--- config.mk ---
export PLATFORM = sky130hd
export DESIGN_NAME = uart_tx
export DESIGN_NICKNAME = d
export VERILOG_FILES = /design/src/rtl/ld19_uart_pkg.sv /design/src/rtl/uart_tx_fifo.sv /design/src/rtl/uart_tx.sv
export SDC_FILE = /design/constraint.sdc
export NUM_CORES = 1
export LEC_CHECK = 0
export BUFFER_PORTS_ARGS = -buffer_cell sky130_fd_sc_hd__buf_2
export CAP_MARGIN = 20
export CORE_ASPECT_RATIO = 0.75
export CORE_MARGIN = 2
export CORE_UTILIZATION = 32
export DETAILED_ROUTE_END_ITERATION = 10
export SLEW_MARGIN = 20
export SYNTH_ARGS = -nofsm -noshare
export SYNTH_HDL_FRONTEND = slang
export SYNTH_SLANG_ARGS = --single-unit
--- constraint.sdc ---
create_clock -name clk -period 2.6 [get_ports clk]
set_clock_uncertainty 0.05 [all_clocks]
set_input_delay 0.52 -clock clk [delete_from_list [all_inputs] [get_ports clk]]
set_output_delay 0.52 -clock clk [all_outputs]
set_load 0.01 [all_outputs]
--- src/rtl/ld19_uart_pkg.sv ---
// ld19_uart_pkg
// Shared constants and types for the LD19 UART transmit and receive paths,
// so both ends agree on bit timing and on the frame bytes they exchange.
//   CLKS_PER_BIT_230400 : clk cycles per bit at 230400 baud from 12 MHz
//   tx_state_e          : transmitter FSM states
//   LD19_HEADER/VERLEN  : first two bytes of every LD19 packet
package ld19_uart_pkg;

    localparam int         CLKS_PER_BIT_230400 = 52;
    localparam logic [7:0] LD19_HEADER         = 8'h54;
    localparam logic [7:0] LD19_VERLEN         = 8'h2C;

    typedef enum logic [2:0] {
        TX_IDLE,
        TX_START,
        TX_DATA,
        TX_PARITY,
        TX_STOP
    } tx_state_e;

endpackage

--- src/rtl/uart_tx_fifo.sv ---
// uart_tx_fifo
// Synchronous byte FIFO in front of the UART shifter.
//   clk, rst_n : clock, asynchronous active-low reset (clears pointers/count)
//   push       : write wr_data; ignored while full
//   wr_data    : write data
//   pop        : advance read pointer; ignored while empty
//   rd_data    : head entry, valid whenever empty=0
//   full/empty : occupancy flags
//   count      : number of stored entries (0..DEPTH)
// DEPTH must be a power of two so the pointers wrap by plain overflow.
module uart_tx_fifo
    import ld19_uart_pkg::*;
#(
    parameter int WIDTH = 8,
    parameter int DEPTH = 4
) (
    input  logic                     clk,
    input  logic                     rst_n,
    input  logic                     push,
    input  logic [WIDTH-1:0]         wr_data,
    input  logic                     pop,
    output logic [WIDTH-1:0]         rd_data,
    output logic                     full,
    output logic                     empty,
    output logic [$clog2(DEPTH):0]   count
);

    localparam int AW = $clog2(DEPTH);

    logic [WIDTH-1:0] mem [DEPTH];
    logic [AW-1:0]    wr_ptr;
    logic [AW-1:0]    rd_ptr;
    logic             do_push;
    logic             do_pop;

    assign full    = (count == (AW + 1)'(DEPTH));
    assign empty   = (count == '0);
    // A full FIFO refuses the write even if a pop frees a slot this cycle.
    assign do_push = push && !full;
    assign do_pop  = pop && !empty;
    assign rd_data = mem[rd_ptr];

    always_ff @(posedge clk) begin
        if (do_push) begin
            mem[wr_ptr] <= wr_data;
        end
    end

    always_ff @(posedge clk or negedge rst_n) begin
        if (!rst_n) begin
            wr_ptr <= '0;
            rd_ptr <= '0;
            count  <= '0;
        end else begin
            if (do_push) begin
                wr_ptr <= wr_ptr + 1'b1;
            end
            if (do_pop) begin
                rd_ptr <= rd_ptr + 1'b1;
            end
            case ({do_push, do_pop})
                2'b10:   count <= count + 1'b1;
                2'b01:   count <= count - 1'b1;
                default: count <= count;
            endcase
        end
    end

endmodule

--- src/rtl/uart_tx.sv ---
// uart_tx
// 8N1 UART transmitter (LSB first) fed by a small byte FIFO. Frames are sent
// back-to-back with no idle gap while the FIFO holds data.
//   clk        : system clock (12 MHz)
//   rst_n      : asynchronous active-low reset; truncates any frame, drops queue
//   tx_data    : byte to send
//   tx_valid   : tx_data valid; transfer on tx_valid && tx_ready at posedge clk
//   tx_ready   : FIFO not full
//   tx         : serial line, idle high, registered
//   busy       : frame on the line or bytes queued
//   fifo_count : bytes queued, not counting the one being shifted
// Build option: define UART_TX_PARITY_EN to insert an even-parity bit after
// the data bits (8E1 / 8E2).
module uart_tx
    import ld19_uart_pkg::*;
#(
    parameter int CLKS_PER_BIT = CLKS_PER_BIT_230400,
    parameter int FIFO_DEPTH   = 4,
    parameter int STOP_BITS    = 1
) (
    input  logic                          clk,
    input  logic                          rst_n,
    input  logic [7:0]                    tx_data,
    input  logic                          tx_valid,
    output logic                          tx_ready,
    output logic                          tx,
    output logic                          busy,
    output logic [$clog2(FIFO_DEPTH):0]   fifo_count
);

    localparam int CW = $clog2(CLKS_PER_BIT);

    tx_state_e     state;
    tx_state_e     state_next;
    logic [CW-1:0] baud_cnt;
    logic [2:0]    bit_idx;
    logic [7:0]    frame_data;
    logic [7:0]    head;
    logic          tx_next;
    logic          line_active;
    logic          pop;
    logic          full;
    logic          empty;
    logic          baud_last;
    logic          stop_last;

    uart_tx_fifo #(
        .WIDTH (8),
        .DEPTH (FIFO_DEPTH)
    ) u_fifo (
        .clk     (clk),
        .rst_n   (rst_n),
        .push    (tx_valid),
        .wr_data (tx_data),
        .pop     (pop),
        .rd_data (head),
        .full    (full),
        .empty   (empty),
        .count   (fifo_count)
    );

    assign tx_ready  = !full;
    assign baud_last = (baud_cnt == CW'(CLKS_PER_BIT - 1));
    // In STOP, bit_idx counts stop bits rather than data bits.
    assign stop_last = baud_last && (bit_idx == 3'(STOP_BITS - 1));
    // Pop from IDLE, or on the final stop cycle for a gap-free next frame.
    assign pop       = !empty && ((state == TX_IDLE) || ((state == TX_STOP) && stop_last));

    always_ff @(posedge clk or negedge rst_n) begin
        if (!rst_n) begin
            state <= TX_IDLE;
        end else begin
            state <= state_next;
        end
    end

    always_comb begin
        state_next = state;
        case (state)
            TX_IDLE: begin
                if (!empty) begin
                    state_next = TX_START;
                end
            end
            TX_START: begin
                if (baud_last) begin
                    state_next = TX_DATA;
                end
            end
            TX_DATA: begin
                if (baud_last && (bit_idx == 3'd7)) begin
`ifdef UART_TX_PARITY_EN
                    state_next = TX_PARITY;
`else
                    state_next = TX_STOP;
`endif
                end
            end
`ifdef UART_TX_PARITY_EN
            TX_PARITY: begin
                if (baud_last) begin
                    state_next = TX_STOP;
                end
            end
`endif
            TX_STOP: begin
                if (stop_last) begin
                    state_next = empty ? TX_IDLE : TX_START;
                end
            end
            default: state_next = TX_IDLE;
        endcase
    end

    // Baud counter and bit index restart on every state change so no bit
    // is ever stretched or shortened.
    always_ff @(posedge clk or negedge rst_n) begin
        if (!rst_n) begin
            baud_cnt <= '0;
            bit_idx  <= '0;
        end else if ((state_next != state) || (state == TX_IDLE)) begin
            baud_cnt <= '0;
            bit_idx  <= '0;
        end else if (baud_last) begin
            baud_cnt <= '0;
            bit_idx  <= bit_idx + 1'b1;
        end else begin
            baud_cnt <= baud_cnt + 1'b1;
        end
    end

    always_ff @(posedge clk) begin
        if (pop) begin
            frame_data <= head;
        end
    end

    always_comb begin
        tx_next = 1'b1;
        case (state)
            TX_START:  tx_next = 1'b0;
            TX_DATA:   tx_next = frame_data[bit_idx];
`ifdef UART_TX_PARITY_EN
            TX_PARITY: tx_next = ^frame_data;
`endif
            default:   tx_next = 1'b1;
        endcase
    end

    // tx trails the FSM by one clock; line_active keeps busy high until the
    // registered stop bit has actually finished on the line.
    always_ff @(posedge clk or negedge rst_n) begin
        if (!rst_n) begin
            tx          <= 1'b1;
            line_active <= 1'b0;
        end else begin
            tx          <= tx_next;
            line_active <= (state != TX_IDLE);
        end
    end

    assign busy = line_active || (state != TX_IDLE) || !empty;

endmodule

## Word level (Yosys, flattened, before mapping)

Memories as Yosys holds them, arrays and structs flattened. A register that Yosys moved wholly into a read port is not among the register bits.
Cells that the tools add are included.

- Add/sub/neg operators: 6
- Order comparisons: 1
- Equality and inequality tests: 9
- Muxes and demuxes: 16
- Reduce and logical (&&, ||, !) cells: 18

Operators by type and width:

| cell | count |
|---|---|
| 3-bit 2-to-1 mux | 6 |
| 6-bit 2-to-1 mux | 2 |
| 3-bit one-hot mux with 4 select lines | 1 |
| 3-bit == test, second input constant | 3 |
| 3-bit zero test | 3 |
| 3-bit by 1-bit adder with 3-bit output, second input constant | 2 |
| 6-bit by 1-bit adder with 6-bit output, second input constant | 1 |
| 6-bit == test, second input constant | 1 |
| 1-bit logical AND | 6 |
| 3-bit one-hot mux with 2 select lines | 1 |
| 2-bit by 1-bit adder with 2-bit output, second input constant | 2 |
| 1-bit logical OR | 4 |
| 3-bit by 4-bit < comparator with 1-bit output, second input constant | 1 |
| 1-bit 2-to-1 mux | 4 |
| 2-bit nonzero test | 2 |
| 1-bit binary-select mux with 3-bit select | 1 |
| 3-bit by 1-bit == test with 1-bit output, second input constant | 1 |
| 3-bit by 2-bit == test with 1-bit output, second input constant | 1 |
| 3-bit inequality test | 1 |
| 3-bit nonzero test | 1 |
| 3-bit by 1-bit subtractor with 3-bit output, second input constant | 1 |
| 2-bit by 1-bit == test with 1-bit output, second input constant | 1 |
| 2-bit == test, second input constant | 1 |
| 1-bit zero test | 2 |
| 1-bit one-hot mux with 2 select lines | 1 |

- Bits in registers: 21
- RAM bits: 32
- Input bits: 11
- Output and inout port bits: 6
- Memories kept: 1

Memory list:

| memory | words | bits a word | rd ports | clocked after Yosys merged registers in | write ports | RTL line | RTL |
|---|---|---|---|---|---|---|---|
| u_fifo.mem | 4 | 8 | 1 | 1 | 1 | uart_tx_fifo.sv:30 | `logic [WIDTH-1:0] mem [DEPTH];` |

## Longest topological paths before layout

- Word-level depth: 8
- Depth in mapped cells: 12

## Modules after synthesis

From an unflattened synthesis, not the netlist that was laid out.

- Cells, all modules: 164
- Area, all modules: 2678.8 um^2

By module, submodules not included:

| module | instances | cells each | area an instance (um^2) | sequential area each (um^2) |
|---|---|---|---|---|
| uart_tx_fifo | 1 | 79 | 1592.8 | 1136.1 |
| uart_tx | 1 | 85 | 1086.0 | 591.8 |

## Least setup slack after synthesis

No wires, ideal clock.

- Path type: flip-flop to flip-flop
- Start: register baud_cnt[0]
- End: register u_fifo.count[2]
- Library setup time: 0.079 ns
- Data arrival time: 2.463 ns
- Setup slack: 0.007 ns
- Cell stages (with the launch flop): 12
- Buffers on the path: 1
- Clock period less this slack: 2.593 ns
- Path through: dfrtp_1 > ha_1 > or3b_4 > o21ai_2 > and3_4 > buf_6 > ha_1 > inv_1 > fa_1 > xor2_1 > nor2_1 > xor2_1

- Word-level cells in the longest chain between the ends: 8
- Elaborated cells between the ends (all ways): 10

RTL lines:

| what | RTL line | RTL |
|---|---|---|
| start, declared | uart_tx.sv:35 | `logic [CW-1:0] baud_cnt;` |
| start signal, assigned | uart_tx.sv:128 | `baud_cnt <= baud_cnt + 1'b1;` |
| 6-bit == test * | uart_tx.sv:63 | `assign baud_last = (baud_cnt == CW'(CLKS_PER_BIT - 1));` |
| 1-bit logical AND * | uart_tx.sv:65 | `assign stop_last = baud_last && (bit_idx == 3'(STOP_BITS - 1));` |
| 1-bit logical AND * | uart_tx.sv:67 | `assign pop = !empty && ((state == TX_IDLE) \|\| ((state == TX_STOP) && stop_last));` |
| 1-bit logical OR * | uart_tx.sv:67 |  |
| 1-bit logical AND * | uart_tx.sv:67 |  |
| named net pop | uart_tx.sv:41 | `logic pop;` |
| 1-bit logical AND * | uart_tx_fifo.sv:40 | `assign do_pop = pop && !empty;` |
| 2-bit by 1-bit == test with 1-bit output or 2-bit == test (tied branches) | uart_tx_fifo.sv:61 | `case ({do_push, do_pop})` |
| 3-bit one-hot mux with 2 select lines or 2-bit nonzero test (tied branches) | - |  |
| end signal, assigned | uart_tx_fifo.sv:62 | `2'b10: count <= count + 1'b1;` |
| end signal, assigned | uart_tx_fifo.sv:63 | `2'b01: count <= count - 1'b1;` |
| end signal, assigned | uart_tx_fifo.sv:64 | `default: count <= count;` |
| end, declared | uart_tx_fifo.sv:25 | `output logic [$clog2(DEPTH):0] count` |

The timed path passes the listed nets; every way through them passes the cells marked *.
A chain may end at the register's enable or synchronous reset.

## Worst setup path in the final report

- Start: register baud_cnt[0]
- End: register u_fifo.count[2]

- Word-level cells in the longest chain between the ends: 8
- Elaborated cells between the ends (all ways): 10

RTL lines:

| what | RTL line |
|---|---|
| 6-bit == test * | uart_tx.sv:63 |
| 1-bit logical AND * | uart_tx.sv:65 |
| 1-bit logical AND * | uart_tx.sv:67 |
| 1-bit logical OR * | uart_tx.sv:67 |
| 1-bit logical AND * | uart_tx.sv:67 |
| 1-bit logical AND * | uart_tx_fifo.sv:40 |
| 2-bit by 1-bit == test with 1-bit output or 2-bit == test (tied branches) | uart_tx_fifo.sv:61 |
| 3-bit one-hot mux with 2 select lines or 2-bit nonzero test (tied branches) | - |

Every way passes the cells marked *; elsewhere a longest branch is shown, timed or not.

==> impl_metrics.env <==
export IMPL_grt_pass1_wl_um=7652
export IMPL_fin_nets=218
export IMPL_instances_no_fill=306
export IMPL_ir_drop_mv=0.4537
export IMPL_finalWirelength_um=4557
export IMPL_syn2layout_area_growth_pct=15.76
export IMPL_hold_violations=0
export IMPL_place_detailed_hpwl_um=3027
export IMPL_antenna_violating_nets_post_route=0
export IMPL_syn_avg_cell_area_um2=15.65
export IMPL_total_via_count_in_the_routed_design=1458
export IMPL_synthesis_yosys_warnings=0
export IMPL_pin_count_of_the_biggest_net_entering_global_routing=22
export IMPL_max_cap_violations=0
export IMPL_fin_crit_sh_pct=92.66
export IMPL_placedCellCount=290
export IMPL_drt_initial_drc_count=117
export IMPL_timing_slew_headroom_pct=56.10
export IMPL_report_final_slew_viol_count=0
export IMPL_timing_hold_worst_class="in -> async"
export IMPL_ioPinCount=17
export IMPL_tritoncts="done"
export IMPL_detailed_route_wire_length_per_cell_um=14.89
export IMPL_critPathCaptureType="flop"
export IMPL_overflow=0
export IMPL_clkSlewWorstSetupHoldPaths_ps=70
export IMPL_die_area_um2=9167
export IMPL_timing_critical_path_slowest_stage_cell="sky130_fd_sc_hd__dfrtp_1"
export IMPL_timing_critical_path_fanout_max=3
export IMPL_critical_path_max_stage_delay_ps=400
export IMPL_worst_endpoint_arrival_ps=2620
export IMPL_cts_buffers_inserted=9
export IMPL_grt_antenna_before_repair=0
export IMPL_clock_path_buffers=2
export IMPL_seq_area_frac_synth_pct=64.20
export IMPL_static_leakage_power_uw=0.001136
export IMPL_clk_latency_ps=330
export IMPL_setup_worst_path_class="reg -> reg"
export IMPL_crit_buf_inv=1
export IMPL_clockRootBuffer="sky130_fd_sc_hd__clkbuf_8"
export IMPL_post_synth_instance_area_um2=2691
export IMPL_gate_count_post_synth=172
export IMPL_cts_max_level=3
export IMPL_result_of_the_run="completed"
export IMPL_maximum_clock_frequency_mhz=415.1
export IMPL_synth_ff_type="sky130_fd_sc_hd__edfxtp_1"
export IMPL_insertedDiodeCount=0
export IMPL_cts_num_sinks=61
export IMPL_remaining_drc_errors=0
export IMPL_power_density_nw_per_um2=981.4
export IMPL_drive_above_1_share_pct=30.35
export IMPL_final_cell_mix="sky130_fd_sc_hd__edfxtp_1, sky130_fd_sc_hd__dfrtp_1, sky130_fd_sc_hd__buf_2"
export IMPL_dp_slack_ps=79.99
export IMPL_cell_breakdown_of_the_critical_path="ha_4 -> or3b_4 -> o21ai_2 -> and3_4 -> ha_4 -> inv_1 -> fa_1 -> xor2_1 -> nor2_1 -> xor2_1"
export IMPL_flip_flop_and_latch_count_after_synthesis=61
export IMPL_core_rowCount=28
export IMPL_setup_ws_ps=190.8
export IMPL_initial_core_util_pct=33.55
export IMPL_path_delay_family="simple AND/OR/NAND/NOR gates"
export IMPL_grt_pass1_vias=1465
export IMPL_post_route_min_period_ps=2409
export IMPL_reg2reg_setup_slack_ps=190
export IMPL_place_congestion=0.7364
export IMPL_async_flop_share_pct=34.43
export IMPL_fp_coreArea_um2=8023
export IMPL_die_width_um=109.9
export IMPL_mostFrequentLayoutCell="sky130_fd_sc_hd__edfxtp_1"
export IMPL_global_route_usage_total_pct=11.35
export IMPL_crit_required_ps=2810
export IMPL_synth_edf_count=40
export IMPL_die_height_um=83.42
export IMPL_detail_route_vias_per_cell=4.765
export IMPL_synthesized_netlist_net_count=193
export IMPL_place_port_buffers=16
export IMPL_final_setup_viol_count=0
export IMPL_drt_pass1_iter_count=4
export IMPL_rsz0062_at_grt="no"
export IMPL_timing_worst_slew_pin_value_ps=658.5
export IMPL_setup_tns_final_ps=0
export IMPL_post_synth_num_cell_types=46
export IMPL_crit_path_start_kind="flop"
## Yosys cell counts (2+ instances only)
cell type	n	area, µm²
sky130_fd_sc_hd__o21ai_0	2	10.01
sky130_fd_sc_hd__xnor2_1	5	43.79
sky130_fd_sc_hd__a21oi_1	4	20.02
sky130_fd_sc_hd__and2_1	2	12.51
sky130_fd_sc_hd__buf_2	3	15.01
sky130_fd_sc_hd__o21a_1	2	15.01
sky130_fd_sc_hd__edfxtp_1	40	1201
sky130_fd_sc_hd__or3_1	4	25.02
sky130_fd_sc_hd__nand2_1	9	33.78
sky130_fd_sc_hd__dfrtp_1	20	500.5
sky130_fd_sc_hd__nor4_1	8	50.05
sky130_fd_sc_hd__and3_1	4	25.02
sky130_fd_sc_hd__ha_1	9	112.6
sky130_fd_sc_hd__mux4_2	10	225.2
sky130_fd_sc_hd__nand3_1	3	15.01
sky130_fd_sc_hd__nor2_1	5	18.77
sky130_fd_sc_hd__mux2_2	2	22.52
sky130_fd_sc_hd__xor2_1	4	35.03
sky130_fd_sc_hd__inv_1	9	33.78
## sequential cells by signal, summed over array words and instances (netlist names)
signal         flops
bit_idx            3
line_active        1
frame_data         8
baud_cnt           6
u_fifo.count       3
u_fifo.wr_ptr      2
tx                 1
u_fifo.rd_ptr      2
u_fifo.mem        32
state              3
## routing by layer
layer | up-vias | track usage, % | wire length, µm
met5 | - | 0 | 0
met4 | 0 | 3.797 | 51
met3 | 6 | 4.788 | 218
met2 | 29 | 15.06 | 1999
met1 | 713 | 16.50 | 2288
li1 | 710 | - | -
## repair_timing
| action | in CTS | in global routing |
|---|---|---|
| hold endpoints to repair | 0 | 0 |
| resized for setup | 0 | 4 |
| hold buffers | 0 | 0 |
| endpoints found under the setup margin | 0 | 1 |
| setup buffers | 0 | 1 |
## per-stage QoR
stage	hold slack, ps	area (µm²)	total power (µW)	util (%)
after floorplan	174.4	2691	2045	-
after global placement	443.6	2894	2246	36.07
after detailed placement	447.8	2894	2254	36.07
after CTS	107.9	3083	3063	38.43
after global routing	127.1	3115	3264	38.83
final	92.90	3115	3058	38.83
## final timing paths
| path | cells past startpoint | startpoint | to |
|---|---|---|---|
| max | 10 | baud_cnt[0] | u_fifo.count[2] |
| min | 1 | rst_n | state[2] |
| max reg2reg | 10 | baud_cnt[0] | u_fifo.count[2] |
| min reg2reg | 1 | u_fifo.count[2] | u_fifo.count[2] |
| max in group asynchronous | 1 | rst_n | tx |
| min in group clk | 1 | tx_data[2] | u_fifo.mem[3][2] |
## layout make-up
class	instances	area [µm²]
clock inverter	6	65.06
inverter	9	33.78
multi-input combinational	95	915.9
timing repair buffer	21	117.6
fill	746	4907
tap	105	131.4
sequential	61	1728
clock buffer	9	123.9
## worst reg2reg max path: stages (launching register included)
cell and delay, ps:
sky130_fd_sc_hd__dfrtp_1 400, sky130_fd_sc_hd__ha_4 160, sky130_fd_sc_hd__or3b_4 380, sky130_fd_sc_hd__o21ai_2 140
sky130_fd_sc_hd__and3_4 220, sky130_fd_sc_hd__ha_4 140, sky130_fd_sc_hd__inv_1 50, sky130_fd_sc_hd__fa_1 370
sky130_fd_sc_hd__xor2_1 150, sky130_fd_sc_hd__nor2_1 130, sky130_fd_sc_hd__xor2_1 150
## cells by family (layout without fill, tap and decap cells)
family	after synthesis	count (layout)	synth area share, %
AO/OA/AOI/OAI	18	18	5.439
multiplexers	12	12	9.205
flip-flops	61	61	64.20
buffers and inverters	16	45	2.696
AND/OR/NAND/NOR	45	45	9.995
XOR/XNOR	10	10	3.533
adder cells (fa/ha/maj)	10	10	4.928
## report_power, final
group	internal (µW)	switching [µW]	total [µW]
combinational	395	359	754
clock	434	360	794
sequential	1310	200	1510
No activity file was read; power rests on OpenSTA's default activity.
